===== src/rtl/seven_segment_scan_ctrl.sv =====
// Round-robin seven-segment scanner with blanking gaps and frame-synchronous value commit.
// Optional build macro LEADING_ZERO_BLANK_EN suppresses leading zero digits (digit 0 always shown).
module seven_segment_scan_ctrl #(
    parameter int NUM_DIGITS  = 4,
    parameter int SCAN_COUNT  = 1000,
    parameter int BLANK_COUNT = 16
) (
    input  logic                    clk,
    input  logic                    reset,
    input  logic [4*NUM_DIGITS-1:0] bcd_in,
    input  logic                    load_valid,
    output logic                    load_ready,
    output logic [6:0]              led_out,
    output logic [NUM_DIGITS-1:0]   digit_en,
    output logic                    frame_done
);

    localparam int MAX_COUNT = (SCAN_COUNT > BLANK_COUNT) ? SCAN_COUNT : BLANK_COUNT;
    localparam int TIMER_W   = (MAX_COUNT > 1) ? $clog2(MAX_COUNT) : 1;
    localparam int IDX_W     = (NUM_DIGITS > 1) ? $clog2(NUM_DIGITS) : 1;

    localparam logic [TIMER_W-1:0] SCAN_LAST  = TIMER_W'(SCAN_COUNT - 1);
    localparam logic [TIMER_W-1:0] BLANK_LAST = TIMER_W'(BLANK_COUNT - 1);
    localparam logic [IDX_W-1:0]   IDX_LAST   = IDX_W'(NUM_DIGITS - 1);
    localparam logic [6:0]         SEG_OFF    = 7'h7F;

    typedef enum logic {
        ST_BLANK = 1'b0,
        ST_DRIVE = 1'b1
    } state_t;

    state_t                  state_q, state_d;
    logic [IDX_W-1:0]        idx_q, idx_d;
    logic [TIMER_W-1:0]      timer_q, timer_d;
    logic [4*NUM_DIGITS-1:0] pending_q, pending_d;
    logic                    pending_valid_q, pending_valid_d;
    logic [4*NUM_DIGITS-1:0] active_q, active_d;
    logic                    load_ready_q, load_ready_d;
    logic [6:0]              led_out_q, led_out_d;
    logic [NUM_DIGITS-1:0]   digit_en_q, digit_en_d;
    logic                    frame_done_q, frame_done_d;

    logic                    boundary;
    logic                    transfer;
    logic [6:0]              digit_seg [NUM_DIGITS];

    function automatic logic [6:0] seg_decode(input logic [3:0] value);
        logic [6:0] seg;
        case (value)
            4'd0:    seg = 7'h40;
            4'd1:    seg = 7'h79;
            4'd2:    seg = 7'h24;
            4'd3:    seg = 7'h30;
            4'd4:    seg = 7'h19;
            4'd5:    seg = 7'h12;
            4'd6:    seg = 7'h02;
            4'd7:    seg = 7'h78;
            4'd8:    seg = 7'h00;
            4'd9:    seg = 7'h10;
            default: seg = SEG_OFF;
        endcase
        return seg;
    endfunction

    // Segment pattern each digit would show if it were driven now.
    for (genvar gi = 0; gi < NUM_DIGITS; gi++) begin : g_digit_seg
`ifdef LEADING_ZERO_BLANK_EN
        if (gi == 0) begin : g_lsd
            assign digit_seg[gi] = seg_decode(active_q[4*gi +: 4]);
        end else begin : g_upper
            assign digit_seg[gi] = (active_q[4*NUM_DIGITS-1:4*gi] == '0)
                                 ? SEG_OFF : seg_decode(active_q[4*gi +: 4]);
        end
`else
        assign digit_seg[gi] = seg_decode(active_q[4*gi +: 4]);
`endif
    end

    assign boundary = (state_q == ST_DRIVE) && (timer_q == SCAN_LAST) && (idx_q == IDX_LAST);
    assign transfer = load_valid && load_ready_q;

    always_comb begin
        state_d         = state_q;
        idx_d           = idx_q;
        timer_d         = timer_q + 1'b1;
        pending_d       = pending_q;
        pending_valid_d = pending_valid_q;
        active_d        = active_q;
        led_out_d       = SEG_OFF;
        digit_en_d      = '0;

        case (state_q)
            ST_BLANK: begin
                if (timer_q == BLANK_LAST) begin
                    state_d = ST_DRIVE;
                    timer_d = '0;
                end
            end
            ST_DRIVE: begin
                if (timer_q == SCAN_LAST) begin
                    state_d = ST_BLANK;
                    timer_d = '0;
                    idx_d   = (idx_q == IDX_LAST) ? '0 : idx_q + 1'b1;
                end
            end
            default: begin
                state_d = ST_BLANK;
                timer_d = '0;
            end
        endcase

        // Only a value already pending before the boundary cycle is committed;
        // one accepted during the boundary cycle waits for the next frame.
        if (boundary && pending_valid_q) begin
            active_d        = pending_q;
            pending_valid_d = 1'b0;
        end
        if (transfer) begin
            pending_d       = bcd_in;
            pending_valid_d = 1'b1;
        end

        load_ready_d = !pending_valid_d;
        frame_done_d = boundary;

        // Outputs are loaded with the values of the state being entered.
        if (state_d == ST_DRIVE) begin
            digit_en_d = NUM_DIGITS'(1) << idx_d;
            led_out_d  = digit_seg[idx_d];
        end
    end

    always_ff @(posedge clk or posedge reset) begin
        if (reset) begin
            state_q         <= ST_BLANK;
            idx_q           <= '0;
            timer_q         <= '0;
            pending_q       <= '0;
            pending_valid_q <= 1'b0;
            active_q        <= '0;
            load_ready_q    <= 1'b1;
            led_out_q       <= SEG_OFF;
            digit_en_q      <= '0;
            frame_done_q    <= 1'b0;
        end else begin
            state_q         <= state_d;
            idx_q           <= idx_d;
            timer_q         <= timer_d;
            pending_q       <= pending_d;
            pending_valid_q <= pending_valid_d;
            active_q        <= active_d;
            load_ready_q    <= load_ready_d;
            led_out_q       <= led_out_d;
            digit_en_q      <= digit_en_d;
            frame_done_q    <= frame_done_d;
        end
    end

    assign load_ready = load_ready_q;
    assign led_out    = led_out_q;
    assign digit_en   = digit_en_q;
    assign frame_done = frame_done_q;

endmodule


===== config.mk =====
export PLATFORM = sky130hd
export DESIGN_NAME = seven_segment_scan_ctrl
export DESIGN_NICKNAME = d
export VERILOG_FILES = /design/src/rtl/seven_segment_scan_ctrl.sv
export SDC_FILE = /design/constraint.sdc
export NUM_CORES = 1
export LEC_CHECK = 0
export ABC_AREA = 1
export CAP_MARGIN = 20
export CORE_UTILIZATION = 62
export DETAILED_ROUTE_END_ITERATION = 10
export PLACE_DENSITY = 0.88
export SYNTH_ARGS = -nofsm -noshare
export SYNTH_HDL_FRONTEND = slang
export SYNTH_SLANG_ARGS = --single-unit

===== constraint.sdc =====
create_clock -name clk -period 2.8 [get_ports clk]
set_input_delay 0.56 -clock clk [delete_from_list [all_inputs] [get_ports clk]]
set_output_delay 0.56 -clock clk [all_outputs]
set_load 0.02 [all_outputs]

* After elaboration in Yosys (flattened, before gate mapping) *
Memory sizes are Yosys's and may differ from the RTL's.
Cells that the tools add are included.

operators by class
  $add $sub $neg = 2
  order comparisons = 1
  eq/ne operators = 3
  shift-type cells = 1
  multiplexer cells = 16
  bitwise gates (word level) = 2
  reduce and logical (&&, ||, !) cells = 5

operators by type and width
  cell                                                                     number
  7-bit 2-to-1 mux                                                         3
  10-bit 2-to-1 mux                                                        2
  10-bit case mux with 2 select lines                                      1
  7-bit binary-select mux with 2-bit select                                1
  10-bit by 1-bit adder with 10-bit output (second input constant)         1
  10-bit equality test (second input constant)                             1
  10-bit by 4-bit equality test with 1-bit output (second input constant)  1
  2-bit 2-to-1 mux                                                         3
  1-bit logical AND                                                        4
  1-bit 2-to-1 mux                                                         4
  4-bit 2-to-1 mux                                                         1
  1-bit by 2-bit left shift with 4-bit output (first input constant)       1
  3-bit >= comparator (second input constant)                              1
  2-bit NOT with 3-bit output                                              1
  2-bit by 1-bit adder with 2-bit output (second input constant)           1
  2-bit equality test (second input constant)                              1
  1-bit case mux with 2 select lines                                       1
  1-bit zero test                                                          1
  1-bit NOT                                                                1

word-level totals
  bits in registers = 59
  bits in read-only memories = 448
  bits of input ports = 19
  output and inout bits = 13
  logic and storage cells = 44
  memories kept = 4

memory list
  name             depth  width  rd ports  clocked after Yosys merged registers in  wr ports  RTL line  source
  (no name shown)  16     7      1         0                                        0         49        case (value)
  (no name shown)  16     7      1         0                                        0         49
  (no name shown)  16     7      1         0                                        0         49
  (no name shown)  16     7      1         0                                        0         49

* Longest topological paths before layout *
  depth after elaboration = 9
  depth in mapped cells = 11

* Least setup slack after synthesis *
Ideal clock, no wire load.

  path type = reg-to-reg
  start point = register timer_q[0]
  end point = register active_q[2]
  library setup time = 118 ps
  arrival time = 1384 ps
  required time = 2682 ps
  setup slack = 1299 ps
  cell stages (with the launch flop) = 10
  path through = dfrtp_1 -> ha_1 -> nand2_1 -> inv_1 -> nand4_4 -> nor2_4 -> nand2_4 -> buf_6 -> nand2_1 -> o21ai_2

on the way
  longest elaborated chain between the ends = 4

ends and longest elaborated chain
  what                            RTL line  source
  from (decl)                     34        logic [TIMER_W-1:0] timer_q, timer_d;
  from (signal assigned)          148       timer_q <= timer_d;
  10-bit equality test            79        assign boundary = (state_q == ST_DRIVE) && (timer_q == SCAN_LAST) && (idx_q == IDX_LAST);
  1-bit logical AND (2 in a row)  79
  net boundary                    43        logic boundary;
  1-bit logical AND               114       if (boundary && pending_valid_q) begin
  to (signal assigned)            151       active_q <= active_d;
  to (decl)                       37        logic [4*NUM_DIGITS-1:0] active_q, active_d;

The timed path passes the listed nets, and every way through them passes these cells.
A chain may end at the register's enable or synchronous reset.

* Worst setup path in the final report *
  start point = register load_ready_q (netlist: load_ready)
  end point = output load_ready

RTL lines
  what                    RTL line  source
  from (decl)             38        logic load_ready_q, load_ready_d;
  from (signal assigned)  152       load_ready_q <= load_ready_d;
  to (decl)               12        output logic load_ready,

No word-level cell between the ends.

==> metrics.csv <==
metric,value,unit
status,completed,
FF-to-FF path depth,8,
number of flops mapped to enable cells by yosys,0,
worst setup path endpoint,load_ready,
post-route setup TNS,0,ns
Int Pwr,1.59,mW
most common library cell in the layout ignoring fill and taps,nand2_1,
Final Net Count,485,
hold path start,timer_q[0],
prevailing post-synth register cell,dfrtp_1,
peak supply drop,392,µV
vias in the first global route,2621,
share of post-route cells with drive strength above 1,13.1,%
footprint of the multi-input gates,1640,µm²
Synth Register Bits,59,
WP depth,1,
worst stage delay on the critical path,0.61,ns
core area,5200,µm²
Setup Viol. Count Final,0,
FMAX,486,MHz
"Net Count, Synth",450,
Max Root-Sink Buffers,2,
initial core utilization,65.2,%
CP max-delay cell,clkdlybuf4s50_1,
gr ovfl total,0,
DR pass1 iterations,4,
wire length per cell,12.0,µm
RSZ-0062 raised after global routing,no,
CTS hold repair buffers,0,
initial drt markers,112,
number of vias per cell,5.19,
fillcell total,387,
Slew @ Worst Pin,0.700,ns
ANT nets after route,0,
Slew Limit Fails,0,
Synth Cell Area,3390,µm²
first-pass GRT wire length,11300,µm
final-report hold violation count,0,
sequential cell area,1490,µm²
Worst R2R Start,timer_q[0],
TritonCTS Buffers,9,
fraction of registers with async set/reset,100,%
design area,4000,µm²
Syn Area/Cell,8.30,µm²
dpl cell area,3750,µm²
all-layer global routing usage,24.6,%
total die area,5770,µm²
row count,26,
Max Cap Viol,0,
Comb power frac,7.9,%
switch share,22.9,%
Seq pwr share,46.6,%
die span in y,76.0,µm
Min Hold Slack,0.462,ns
WL final,6240,µm
Clock Power Share,45.5,%
NetSw,473,µW
WP buf/inv,1,
leak pwr,2.00,nW
"CTS clk-pin slew, worst paths",0.07,ns
worst r2r dst,digit_en[3],
Critical Path AT,1.50,ns
CP required,2.24,ns
total of warnings raised by yosys,0,
I/O Buffers,31,
clk_lat worst skew,0.35,ns
Ports,32,
register area share after synthesis,43.8,%
CP cell instances,clkdlybuf4s50_1,
CP Launch Type,flop,
PwrDens,516,nW/µm²
CTS root buf,clkbuf_8,
maximum fanout along the worst path,2,
largest net degree at the start of global routing,36,
CP top delay family,buffers and inverters,
"Distinct cells, synth",30,
Mapped Cells,409,
PostCTS Resize Cnt,0,
Post-DP HPWL,4470,µm
CTS tree,yes,
cell count of the worst hold path,1,
n_diodes,0,
Area Growth Syn to Fin,17.8,%
most frequent cells in the layout,"111 x nand2_1, 52 x inv_1, 51 x dfrtp_1, 50 x o21ai_0, 31 x clkdlybuf4s50_1",
Remaining DRCs,0,
crit path launch,load_ready,
r2r setup slk,0.88,ns
final worst-path cycle share,73.5,%
CTS sink count,59,
chip width,76.0,µm
antenna violations before repair,0,
Setup Skew,0.00984,ns
fin crit period,2.06,ns
GPL Wtd Cong,0.865,
Vias,2692,
Crit Path Class,reg2out,
Slew HR,53.3,%
H-tree levels,3,
crit end category,output pin,
"Setup Fix Bufs, Post-CTS",0,
Worst Hold Class,reg2reg,
[area by class of cell]
class / count / share of cell area [%]
Clock buffer: 13 / 4.48
Clock inverter: 3 / 1.69
Inverter: 54 / 5.07
Multi-Input combinational cell: 288 / 41.1
Sequential cell: 59 / 37.2
Tap cell: 70 / 2.19
Timing Repair Buffer: 32 / 8.27
[state kept, by name, indices dropped and copies added (netlist names)]
name and cells:
active_q 16, led_out 7, pending_valid_q 1, digit_en 4
pending_q 16, frame_done 1, idx_q 2, load_ready 1
timer_q 10, state_q 1
[stage by stage]
step / worst slack, ns / total power [mW] / cells / util (%)
2_1_floorplan: 0.797 / 1.07 / 409 / -
3_3_place_gp: 0.921 / 1.12 / 503 / 72.0
3_5_place_dp: 0.829 / 1.14 / 503 / 72.0
4_1_cts: 0.726 / 2.07 / 519 / 76.8
5_1_grt: 0.710 / 2.13 / 519 / 76.8
6_report: 0.742 / 2.06 / 519 / 76.8
[synth_stat cells, drive strengths merged (2+ instances only)]
cell type,count,area [µm²]
a21oi,7,42.5
buf,4,45.0
clkbuf,4,16.3
dfrtp,51,1280
dfstp,8,210
ha,22,275
inv,54,203
nand2,119,492
nand3,30,175
nand4,4,40.0
nor2,25,125
nor3,8,51.3
nor3b,2,15.0
o21ai,65,382
xor2,2,17.5
[routing by layer]
layer	share of wire, %	vias to the layer above	wire length, µm	global-route usage, %
met1	45	1224	2800	30.0
met3	4.2	16	262	5.27
met5	0	-	0	0
met4	2.5	0	155	11.9
li1	-	1386	-	-
met2	49	66	3030	41.7
[how the worst min path moves through the flow]
stage	endpoint	slack [ns]
2_1_floorplan	timer_q[0]	0.43
3_3_place_gp	timer_q[0]	0.45
3_5_place_dp	timer_q[0]	0.45
4_1_cts	timer_q[0]	0.46
5_1_grt	timer_q[0]	0.50
6_report	timer_q[0]	0.46
[power groups by stage]
stage / Clock, mW / Combinational (mW) / Sequential [mW]
detailed placement: 0 / 0.161 / 0.974
global placement: 0 / 0.151 / 0.968
floorplan: 0 / 0.101 / 0.967
CTS: 0.945 / 0.164 / 0.960
global route: 0.976 / 0.188 / 0.966
finish: 0.938 / 0.162 / 0.961
[cells by family (layout without fill, tap and decap cells)]
| logic type | Yosys count | after routing | share of synthesized area, % |
|---|---|---|---|
| buffers and inverters | 62 | 102 | 7.78 |
| flip-flops | 59 | 59 | 43.8 |
| AND/OR/NAND/NOR | 190 | 190 | 26.8 |
| XOR/XNOR | 2 | 2 | 0.516 |
| adder cells (fa/ha/maj) | 22 | 22 | 8.11 |
| AO/OA/AOI/OAI | 74 | 74 | 12.9 |
No activity file was read; power rests on OpenSTA's default activity.
